## src/rtl/mem_access_unit.sv

```systemverilog
// Load/store unit between a pipeline and a word-wide memory bus.
// It holds one request at a time, aligns store lanes and extends load data.
module mem_access_unit (
  input  logic        i_clk,
  input  logic        i_rst_n,
  input  logic        i_req_valid,
  output logic        o_req_ready,
  input  logic        i_req_write,
  input  logic [31:0] i_req_addr,
  input  logic [1:0]  i_req_size,
  input  logic        i_req_unsigned,
  input  logic [31:0] i_req_wdata,
  output logic        o_rsp_valid,
  input  logic        i_rsp_ready,
  output logic [31:0] o_rsp_rdata,
  output logic        o_rsp_fault,
  output logic        o_bus_valid,
  input  logic        i_bus_ready,
  output logic        o_bus_write,
  output logic [31:0] o_bus_addr,
  output logic [31:0] o_bus_wmask,
  output logic [31:0] o_bus_wdata,
  input  logic        i_bus_rvalid,
  input  logic [31:0] i_bus_rdata
);

  typedef enum logic [1:0] {IDLE, ISSUE, WAIT, RESP} state_t;

  state_t      state;
  state_t      next_state;
  logic [1:0]  lane_off;
  logic [1:0]  acc_size;
  logic        acc_unsigned;
  logic        accept;
  logic        req_fault;
  logic [31:0] size_mask;
  logic [4:0]  req_shift;
  logic [31:0] rd_shifted;
  logic [31:0] load_data;

  // Request decode: alignment fault, lane mask and lane shift.
  always_comb begin
    accept    = i_req_valid && o_req_ready && (state == IDLE);
    req_shift = {i_req_addr[1:0], 3'b000};
    req_fault = 1'b0;
    size_mask = 32'h0000_0000;
    case (i_req_size)
      2'd0: size_mask = 32'h0000_00FF;
      2'd1: begin
        size_mask = 32'h0000_FFFF;
        req_fault = i_req_addr[0];
      end
      2'd2: begin
        size_mask = 32'hFFFF_FFFF;
        req_fault = (i_req_addr[1:0] != 2'b00);
      end
      default: req_fault = 1'b1;
    endcase
  end

  // Returned word is moved down to bit 0, then truncated and extended.
  always_comb begin
    rd_shifted = i_bus_rdata >> {lane_off, 3'b000};
    case (acc_size)
      2'd0:    load_data = {{24{~acc_unsigned & rd_shifted[7]}}, rd_shifted[7:0]};
      2'd1:    load_data = {{16{~acc_unsigned & rd_shifted[15]}}, rd_shifted[15:0]};
      default: load_data = rd_shifted;
    endcase
  end

  always_comb begin
    next_state = state;
    case (state)
      IDLE:    if (accept) next_state = req_fault ? RESP : ISSUE;
      ISSUE:   if (i_bus_ready) next_state = o_bus_write ? RESP : WAIT;
      WAIT:    if (i_bus_rvalid) next_state = RESP;
      RESP:    if (i_rsp_ready) next_state = IDLE;
      default: next_state = IDLE;
    endcase
  end

  always_ff @(posedge i_clk or negedge i_rst_n) begin
    if (!i_rst_n) state <= IDLE;
    else          state <= next_state;
  end

  // Handshake outputs follow the next state so they are registered and
  // ready stays low through the first edge after reset release.
  always_ff @(posedge i_clk or negedge i_rst_n) begin
    if (!i_rst_n) begin
      o_req_ready  <= 1'b0;
      o_bus_valid  <= 1'b0;
      o_rsp_valid  <= 1'b0;
      o_rsp_fault  <= 1'b0;
      o_rsp_rdata  <= 32'h0;
      o_bus_write  <= 1'b0;
      o_bus_addr   <= 32'h0;
      o_bus_wmask  <= 32'h0;
      o_bus_wdata  <= 32'h0;
      lane_off     <= 2'b00;
      acc_size     <= 2'b00;
      acc_unsigned <= 1'b0;
    end else begin
      o_req_ready <= (next_state == IDLE);
      o_bus_valid <= (next_state == ISSUE);
      o_rsp_valid <= (next_state == RESP);
      if (accept) begin
        lane_off     <= i_req_addr[1:0];
        acc_size     <= i_req_size;
        acc_unsigned <= i_req_unsigned;
        o_rsp_fault  <= req_fault;
        o_rsp_rdata  <= 32'h0;
        if (!req_fault) begin
          o_bus_write <= i_req_write;
          o_bus_addr  <= {i_req_addr[31:2], 2'b00};
          o_bus_wmask <= size_mask << req_shift;
          o_bus_wdata <= (i_req_wdata & size_mask) << req_shift;
        end
      end
      if ((state == WAIT) && i_bus_rvalid) o_rsp_rdata <= load_data;
    end
  end

endmodule

```

## config.mk

```make
export PLATFORM = sky130hd
export DESIGN_NAME = mem_access_unit
export DESIGN_NICKNAME = d
export VERILOG_FILES = /design/src/rtl/mem_access_unit.sv
export SDC_FILE = /design/constraint.sdc
export NUM_CORES = 1
export LEC_CHECK = 0
export ABC_CLOCK_PERIOD_IN_PS = 1800
export CAP_MARGIN = 20
export CORE_MARGIN = 2
export CORE_UTILIZATION = 43
export DETAILED_ROUTE_END_ITERATION = 8
export PLACE_DENSITY = 0.81
export SYNTH_ARGS = -nofsm -noshare
export SYNTH_HDL_FRONTEND = slang
export SYNTH_SLANG_ARGS = --single-unit
```

## constraint.sdc

```tcl
create_clock -name i_clk -period 1.8 [get_ports i_clk]
set_input_delay 0.36 -clock i_clk [delete_from_list [all_inputs] [get_ports i_clk]]
set_output_delay 0.36 -clock i_clk [all_outputs]
set_load 0.01 [all_outputs]
```

==> flow_results.org <==
** Status
- The flow ran to the end, and the final reports show no timing, DRC or antenna violations.

** Logic synthesis
- Synthesis handed over a netlist of 510 instances.
- Count of warnings emitted by yosys :: 0
- A synthesized cell averages roughly 11 µm².
- Of the post-synthesis cell area, the dominant cell type holds around 49%.
- After synthesis, the netlist uses between 40 and 50 different library cells.
- For this run, the register share of the synthesized area comes to between 40 and 50%.
- Yosys attributes the largest share of cell area to sky130_fd_sc_hd__dfrtp_1 (49%), sky130_fd_sc_hd__mux2_2 (7.1%), sky130_fd_sc_hd__o21ai_0 (5.3%).
- The biggest area contributor in the post-synthesis netlist is sky130_fd_sc_hd__dfrtp_1.
- Fraction of registers with async set or reset after synthesis :: 100%
- Post-synthesis instance area :: between 5000 and 6000 µm²
- Yosys mapped a number of flops with a built-in enable equal to 0.
- The most used flip-flop cell after synthesis is sky130_fd_sc_hd__dfrtp_1.
- Yosys reg bits :: 110

** Power
- Total leakage power :: around 3.8 nW
- Pwr/cell area :: around 1500 nW/µm²
- The analysis attributes to net switching a power of approximately 0.0045 W.
- The share of total power dissipated in the clock network is roughly 15%.
- Portion of total power attributed to combinational logic :: roughly half
- Internal Pwr Total :: slightly below 0.009 W
- Fraction of power spent switching nets :: around 34%
- VDD sags by at most ~710 µV.
- Sequential fraction of design power :: about a third

** Placement
- HPWL after detailed placement :: around 13 mm
- At the end of routability-driven placement, the weighted congestion stood at between 0.8 and 0.9.
- IO buf count :: ~240

** Clock network
- In this run the clock root is driven by a sky130_fd_sc_hd__clkbuf_16.
- Number of H-tree levels :: 3
- Clock-pin slew on the worst setup and hold paths :: 0.07 ns
- For this design, the sink count on the clock tree is 110.
- Clock buffers created by TritonCTS :: 9
- TritonCTS built the clock tree.
- In this run the deepest clock path goes through 2 buffers.
- At the later pin of the worst-skew pair, clock insertion delay measures roughly 0.35 ns.

** STA
- Summed over all failing endpoints, the final setup total negative slack is 0 ns.
- The routed design could run at a clock period as short as 1.75 ns.
- Based on the critical path, the design can be clocked at up to ~0.57 GHz.
- For the pin with the worst max-slew slack, the measured transition is approximately 0.57 ns.
- Setup Skew :: ~0.0067 ns
- Share of the clock period used by the worst path after layout :: a little over nine tenths
- Final setup violation count :: 0
- The count of final hold-check violations came to 0.
- The number of pins exceeding their max-slew limit in the final report was 0.
- Headroom to the max-slew limit came out at ~62%.

** Global routing
- Wire length of the first global-routing pass :: 27.4 mm
- The number of antenna violations at the first check in global routing was 2.
- Largest net degree at the start of global routing :: 36
- The total overflow left after global routing is 0.
- Total global-route track usage :: 24.8%
- The via count of the first global-routing pass is just over 5,000.

** Route
- Overall routed net length :: ~17 mm
- In the routed layout, each cell is associated on average with a via count of 5.27.
- Number of remaining DRC errors :: 0
- Detailed routing inserted a total of 4,893 vias.
- Final ANT Viol Nets :: 0
- In the final routed layout, each cell accounts on average for roughly 19 µm.
- Violation count after the first detailed-routing iteration :: slightly below 500
- The pre-antenna-repair detailed-routing pass consisted of 4 iterations.

** Cells and area
- Final net count :: between 800 and 900
- Share of final-layout standard cells stronger than drive strength 1 :: roughly a fifth
- In the layout the commonest cells are sky130_fd_sc_hd__clkdlybuf4s50_1 (231), sky130_fd_sc_hd__dfrtp_1 (105), sky130_fd_sc_hd__nand2_1 (71).
- Fill cell count :: just under 1,000
- Final standard cell utilization of the core :: around 69%
- Commonest non-fill, non-tap cell in the layout :: sky130_fd_sc_hd__clkdlybuf4s50_1
- Relative to the synthesized area, the layout overhead comes to 56.0%.

** Critical path
- The worst setup path is launched from an input port.
- STA classifies the critical path endpoint as a flop.
- By startpoint and endpoint, the worst setup path is classified as input port to flop.
- Data arrival time of the worst path :: 1.98 ns
- Along the worst path, the maximum fanout reaches 11.
- Endpoint required time on the critical path :: roughly 2 ns

** Hold path
- The min-delay analysis places its worst path in the category input port to async pin.

** Flow run
- The tool flagged a number of max-cap violations equal to 0.

** Floorplan
- Starting utilization of the core area :: between 40% and 50%
- The floorplan step set the die height to roughly 120 µm.
- During I/O placement, the number of pins put on the boundary was 239.
- From left edge to right edge, the die measures approximately 120 µm.
- Core area :: about 13,000 µm²
- Number of standard-cell rows in the floorplan :: a little over 40
- Die area :: 13,900 µm²
## synthesized netlist by cell type (all sizes together) (7+ instances only)
cell / number
a21oi: 19
a221o: 17
a22oi: 15
a2bb2o: 7
buf: 53
clkbuf: 13
dfrtp: 110
mux2: 52
mux2i: 17
nand2: 71
nand2b: 10
nand3b: 8
nor2: 10
o21ai: 59
## final cells by class
class / count / area [µm²] / area share, %
inverters: 7 / 26.3 / 0.303
multi-input cells: 329 / 2420 / 27.9
well taps: 172 / 215 / 2.48
clock inverters: 5 / 58.8 / 0.677
flip-flops and latches: 110 / 2760 / 31.8
repair buffers: 292 / 2970 / 34.2
clock buffers: 11 / 233 / 2.68
diodes: 2 / 5.00 / 0.0576
## kinds of logic after synthesis
family	share of synthesized area, %
simple gates	9.98
fa+ha+maj	0.674
buf+inv	8.04
mux	15.1
compound gates	16.7
flops	49.4
other cells	0.0674
## power groups by stage
| stage | combinational (W) | sequential (W) | clock, W |
|---|---|---|---|
| 2_1_floorplan | 0.00288 | 0.00473 | 0 |
| 3_3_place_gp | 0.00656 | 0.00436 | 0 |
| 3_5_place_dp | 0.00669 | 0.00441 | 0 |
| 4_1_cts | 0.00683 | 0.00440 | 0.00203 |
| 5_1_grt | 0.00732 | 0.00456 | 0.00213 |
| 6_report | 0.00687 | 0.00440 | 0.00200 |
## critical path, stage by stage
cell	delay [ns]
sky130_fd_sc_hd__clkdlybuf4s50_1	0.51
sky130_fd_sc_hd__nor2b_1	0.43
sky130_fd_sc_hd__a21oi_2	0.27
sky130_fd_sc_hd__a221o_1	0.41
## final timing paths
path                                       startpoint                     endpoint  slack [ns]  cells after the start
max                                      i_bus_rvalid  o_rsp_rdata[17]$_DFFE_PN0P_        0.05                      4
min                                           i_rst_n  o_rsp_rdata[22]$_DFFE_PN0P_        0.48                      2
max reg2reg                        state[0]$_DFF_PN0_  o_rsp_rdata[17]$_DFFE_PN0P_        0.09                      4
min reg2reg                o_bus_wdata[6]$_DFFE_PN0P_   o_bus_wdata[6]$_DFFE_PN0P_        0.48                      2
max in group asynchronous                     i_rst_n  o_rsp_rdata[17]$_DFFE_PN0P_        0.73                      3
min in group i_clk         o_bus_wdata[6]$_DFFE_PN0P_   o_bus_wdata[6]$_DFFE_PN0P_        0.48                      2
## stage by stage
step | power, W | cells | setup WS [ns] | hold WS (ns) | cell area (µm²)
after global routing | 0.0140 | 928 | -0.0233 | 0.498 | 8680
after detailed placement | 0.0111 | 897 | -0.489 | 0.300 | 8180
after floorplan | 0.00762 | 511 | 0.129 | 0.0644 | 5570
final | 0.0133 | 928 | 0.0548 | 0.476 | 8680
after CTS | 0.0133 | 921 | 0.0304 | 0.468 | 8620
after global placement | 0.0109 | 897 | -0.456 | 0.299 | 8180
## sequential cells by signal, indices dropped and copies added, names as in the netlist
signal        count
o_rsp_valid       1
acc_size          2
o_bus_wdata      32
state             2
o_bus_wmask       4
o_req_ready       1
lane_off          2
acc_unsigned      1
o_bus_write       1
o_bus_addr       30
o_bus_valid       1
o_rsp_rdata      32
o_rsp_fault       1
## routing by layer
metal  vias up  global-route usage [%]  part of all wire, %
met4         0                    9.56                  2.0
met5         -                       0                    0
li1       2269                       -                    -
met2       225                    40.0                   49
met1      2371                    32.4                   42
met3        28                    5.72                  7.0
## what timing repair did
action	CTS	global route
hold buffers	1	0
pin swaps	3	1
endpoints found under the setup margin	104	31
buffers inserted	5	4
resized for setup	16	9
hold endpoints to repair	23	0
cloned	2	1
Note: power is estimated with default switching activity, not from simulation.
